--- src/rtl/core_fetch.sv ---
// Instruction fetch unit: one outstanding memory read, kill-on-redirect, and a
// single-entry output buffer feeding the IF/ID register.
module core_fetch #(
  parameter int unsigned       W_ADDR   = 32,
  parameter int unsigned       W_INSTR  = 32,
  parameter logic [W_ADDR-1:0] RESET_PC = 32'h0000_0000
) (
  input  logic               i_fetch_clk,
  input  logic               i_fetch_rst_n,
  output logic               o_fetch_req,
  output logic [W_ADDR-1:0]  o_fetch_addr,
  input  logic               i_fetch_gnt,
  input  logic               i_fetch_rvalid,
  input  logic [W_INSTR-1:0] i_fetch_rdata,
  input  logic               i_fetch_stall,
  input  logic               i_fetch_redirect,
  input  logic [W_ADDR-1:0]  i_fetch_redirect_pc,
  output logic               o_fetch_valid,
  output logic [W_INSTR-1:0] o_fetch_instr,
  output logic [W_ADDR-1:0]  o_fetch_pc,
  output logic               o_fetch_clr,
  output logic [31:0]        o_fetch_count
);

  localparam logic [W_ADDR-1:0] LP_RESET_PC = {RESET_PC[W_ADDR-1:2], 2'b00};

  typedef enum logic [1:0] {S_REQ, S_WAIT, S_VALID} state_t;

  state_t               r_state;
  logic [W_ADDR-1:0]    r_pc;
  logic                 r_kill;
  logic                 r_req;
  logic                 r_valid;
  logic [W_INSTR-1:0]   r_instr;
  logic [W_ADDR-1:0]    r_pc_out;
  logic [31:0]          r_count;

  logic [W_ADDR-1:0]    w_redir_pc;
  logic [W_ADDR-1:0]    w_pc_inc;
  logic                 w_unused_lsb;

  assign w_redir_pc   = {i_fetch_redirect_pc[W_ADDR-1:2], 2'b00};
  assign w_pc_inc     = r_pc + W_ADDR'(4);
  assign w_unused_lsb = ^i_fetch_redirect_pc[1:0];

  // The request address is the pc register itself, so it is always registered.
  assign o_fetch_req   = r_req;
  assign o_fetch_addr  = r_pc;
  assign o_fetch_valid = r_valid;
  assign o_fetch_instr = r_instr;
  assign o_fetch_pc    = r_pc_out;
  assign o_fetch_count = r_count;
  assign o_fetch_clr   = i_fetch_redirect;

  always_ff @(posedge i_fetch_clk or negedge i_fetch_rst_n) begin
    if (!i_fetch_rst_n) begin
      r_state  <= S_REQ;
      r_pc     <= LP_RESET_PC;
      r_kill   <= 1'b0;
      r_req    <= 1'b0;
      r_valid  <= 1'b0;
      r_instr  <= '0;
      r_pc_out <= '0;
      r_count  <= '0;
    end else begin
      case (r_state)
        S_REQ: begin
          if (i_fetch_redirect) r_pc <= w_redir_pc;
          // r_req is low only in the first cycle after reset; no grant is taken then.
          if (r_req && i_fetch_gnt) begin
            r_state <= S_WAIT;
            r_req   <= 1'b0;
            r_kill  <= i_fetch_redirect;
          end else begin
            r_req <= 1'b1;
          end
        end
        S_WAIT: begin
          if (i_fetch_rvalid) begin
            if (r_kill || i_fetch_redirect) begin
              r_kill  <= 1'b0;
              r_state <= S_REQ;
              r_req   <= 1'b1;
              if (i_fetch_redirect) r_pc <= w_redir_pc;
            end else begin
              r_instr  <= i_fetch_rdata;
              r_pc_out <= r_pc;
              r_pc     <= w_pc_inc;
              r_valid  <= 1'b1;
              r_state  <= S_VALID;
            end
          end else if (i_fetch_redirect) begin
            r_kill <= 1'b1;
            r_pc   <= w_redir_pc;
          end
        end
        S_VALID: begin
          if (i_fetch_redirect) begin
            r_pc    <= w_redir_pc;
            r_valid <= 1'b0;
            r_req   <= 1'b1;
            r_state <= S_REQ;
          end else if (!i_fetch_stall) begin
            r_valid <= 1'b0;
            r_req   <= 1'b1;
            r_count <= r_count + 32'd1;
            r_state <= S_REQ;
          end
        end
        default: begin
          r_state <= S_REQ;
          r_req   <= 1'b0;
          r_kill  <= 1'b0;
          r_valid <= 1'b0;
        end
      endcase
    end
  end

endmodule

--- config.mk ---
export PLATFORM = sky130hd
export DESIGN_NAME = core_fetch
export DESIGN_NICKNAME = d
export VERILOG_FILES = /design/src/rtl/core_fetch.sv
export SDC_FILE = /design/constraint.sdc
export NUM_CORES = 1
export LEC_CHECK = 0
export ABC_AREA = 1
export BUFFER_PORTS_ARGS = -buffer_cell sky130_fd_sc_hd__buf_4
export CORE_MARGIN = 3
export CORE_UTILIZATION = 53
export DETAILED_ROUTE_END_ITERATION = 8
export PLACE_DENSITY = 0.81
export SYNTH_ARGS = -nofsm -noshare
export SYNTH_HDL_FRONTEND = slang
export SYNTH_SLANG_ARGS = --single-unit
--- constraint.sdc ---
create_clock -name i_fetch_clk -period 2.7 [get_ports i_fetch_clk]
set_clock_uncertainty 0.2 [all_clocks]
set_input_delay 0.54 -clock i_fetch_clk [delete_from_list [all_inputs] [get_ports i_fetch_clk]]
set_output_delay 0.54 -clock i_fetch_clk [all_outputs]
set_load 0.005 [all_outputs]
==> metrics.cfg <==
[setup_path]
rrSetupSlack_ns = 0.39
reg2reg_to = o_fetch_addr[4]
rr_startpoint = r_state[0]
crit_path_end_kind = register
crit_arrival_ns = 2.41
critPathKind = reg -> reg
r2r_cells = 6
required_ns = 2.80
critPathMaxFanout = 11
critPathLaunchType = register

[synthesis]
ys_types = 44
synth_commonest_cells = nand2_1 (231), dfrtp_1 (133), inv_1 (74), nor2_1 (74), o21ai_0 (52)
synth_most_common_cell = nand2_1
async_reset_ff_share_pct = 100
ys_ff_latch = 133
synth_top_area_share_pct = 47.6
syn-num-nets = 891
synthFlopType = dfrtp_1
yosys-top-cells-area = dfrtp_1 (48%), nand2_1 (12%), mux2_4 (7.9%)
synth_area_per_cell_um2 = 8.59
syn_area_mm2 = 0.00700
syn_inst = 814
seq_area_frac_synth_pct = 47.6
synth_warnings = 0
synth_edf_count = 0
yosysTopAreaCell = dfrtp_1

[power_and_ir_drop]
clockPowerShare_pct = 25.0
peakVddDrop_v = 0.000606
cellLeakagePower_nw = 4.73
seqPwrFrac_pct = 37.5
p_int_w = 0.00589
power.switching_w = 0.00307
swShare_pct = 34.3
power.density_mw_per_mm2 = 966
combPwrFrac_pct = 37.4

[clocking]
cts_resized = 0
cts_buffers = 17
clkLatencyLatePin_ns = 0.42
clk_path_buf_depth = 2
clock-root-buffer = clkbuf_16
htree_num_levels = 4
clk_pin_slew_ns = 0.06
cts_tree = done
cts_sinks = 133

[flow_run]
max_cap_violations = 0

[floorplan]
rows = 41
core_area_mm2 = 0.0128
die-area_mm2 = 0.0146
die_height_um = 121
ios = 201
die_w_um = 121
start_util_pct = 54.8

[detailed_routing]
drtIter0Drc = 545
drt_first_pass_iters = 5
drc = 0
routed_via_density = 5.23
detail_route.wl_per_cell_um = 15.6
postRouteAntennaNets = 0
drt_wl_total_um = 18800
vias = 6293

[place]
dp.cells = 1172
post-place-ws_ns = 0.422
routabilityCongestion = 0.927
portBuffers = 198
post-dp-hpwl_um = 13800

[sta]
timing.fmax_ghz = 0.433
period_needed_ns = 2.31
period_share_pct = 85.5
fin_tns_setup_ns = 0
setup_viol = 0
fin_ws_ns = 0.390
max_slew_margin_pct = 63.1
tightest_slew_ns = 0.553
finalHoldViolations = 0
drv_slew = 0
grt_setup_unrepaired = no

[final_layout]
n_fill_cell = 968
fin_nets = 1097
multiInputGateArea_mm2 = 0.00323
drive_above_1_share_pct = 29.7
seqCellArea_mm2 = 0.00333
area_growth_pct = 32.5
num_antenna_cells = 0
layout.cells.non_filler = 1204

[min_path]
worstHoldPathCells = 3
hp-class = in -> reg
hold_path_startpoint = i_fetch_redirect_pc[4]
whs_endpoint = o_fetch_addr[4]

[global_route]
grt.total_usage_pct = 26.3
grt_overflow = 0
grt_max_degree = 58
grt_pass1_wl_um = 30100
grt_pass1_vias = 6050
antenna_found_initial = 0

[status]
status = finished, final reports clean

[layout by cell type, fill, tap and decap left out, drive strengths merged, types with 8 or more instances in the layout]
cell,count
xnor2,8
nand2,239
nand3,37
a22oi,9
clkbuf,22
o21ai,61
nor2,86
mux2,38
dfrtp,133
buf,207
xor2,17
nor3,18
a21oi,26
inv,79
[worst max-delay path by stage]
stage	start	to	slack, ns	depth (start not counted)
after global placement	i_fetch_redirect	o_fetch_instr[27]	0.45	7
final	r_state[0]	o_fetch_addr[4]	0.39	6
after CTS	r_state[0]	o_fetch_addr[4]	0.41	6
after floorplan	r_state[0]	o_fetch_addr[10]	0.83	10
after detailed placement	r_state[0]	o_fetch_addr[19]	0.42	11
after global routing	r_state[0]	o_fetch_addr[8]	0.08	9
[area by class of cell]
cell class / count / share of cell area [%]
tap: 172 / 2.32
clock buffer: 22 / 5.01
clock inverter: 9 / 1.12
multi-input combinational: 579 / 34.9
timing repair buffer: 208 / 17.5
sequential: 133 / 35.9
inverter: 81 / 3.32
[kinds of logic (layout without fill, tap and decap cells)]
| group | after synthesis | in the layout | synth area share, % |
|---|---|---|---|
| AOI/OAI and AO/OA | 114 | 114 | 9.14 |
| xor gates and xnor gates | 25 | 25 | 3.13 |
| adders and majority gates | 7 | 7 | 1.25 |
| buffers and inverters | 102 | 320 | 6.24 |
| DFF | 133 | 133 | 47.6 |
| muxes | 38 | 38 | 8.10 |
| and+or+nand+nor | 395 | 395 | 24.6 |
[per-layer routing]
| layer | up-vias | share of wire [%] | routed length, um | track usage [%] |
|---|---|---|---|---|
| met4 | 0 | 2.1 | 395 | 10.1 |
| met2 | 234 | 50 | 9360 | 43.7 |
| met1 | 2977 | 41 | 7770 | 33.1 |
| li1 | 3048 | - | - | - |
| met5 | - | 0 | 0 | 0 |
| met3 | 34 | 6.9 | 1290 | 6.48 |
[flip-flops by register name (all words and copies together) (netlist names)]
| name | flops |
|---|---|
| o_fetch_count | 32 |
| o_fetch_req | 1 |
| r_kill | 1 |
| o_fetch_instr | 32 |
| o_fetch_addr | 32 |
| o_fetch_valid | 1 |
| o_fetch_pc | 32 |
| r_state | 2 |
[stage by stage]
step | hold slack (ns) | cell area, um^2 | utilization, % | power, W
2_1_floorplan | 0.0444 | 7000 | - | 0.00500
3_3_place_gp | 0.268 | 8690 | 68.0 | 0.00661
3_5_place_dp | 0.274 | 8690 | 68.0 | 0.00670
4_1_cts | 0.116 | 9270 | 72.6 | 0.00900
5_1_grt | 0.123 | 9270 | 72.6 | 0.00953
6_report | 0.128 | 9270 | 72.6 | 0.00896
[critical path, stage by stage (launching register included)]
cell	delay [ns]
dfrtp_1	0.40
ha_1	0.36
clkinv_1	0.35
nand2_1	0.51
nor2_1	0.08
o21ai_0	0.21
nand2_1	0.08
[what timing repair did]
action,in CTS,in global routing
hold buffers,1,0
endpoints found under the hold margin,55,0
buffers inserted,0,0
[power groups by stage]
stage	clock network (W)	logic [W]	registers, W
2_1_floorplan	0	0.00172	0.00329
3_3_place_gp	0	0.00327	0.00334
3_5_place_dp	0	0.00334	0.00336
4_1_cts	0.00227	0.00338	0.00335
5_1_grt	0.00235	0.00372	0.00346
6_report	0.00224	0.00335	0.00336
Power figures use the tool's default switching activity.
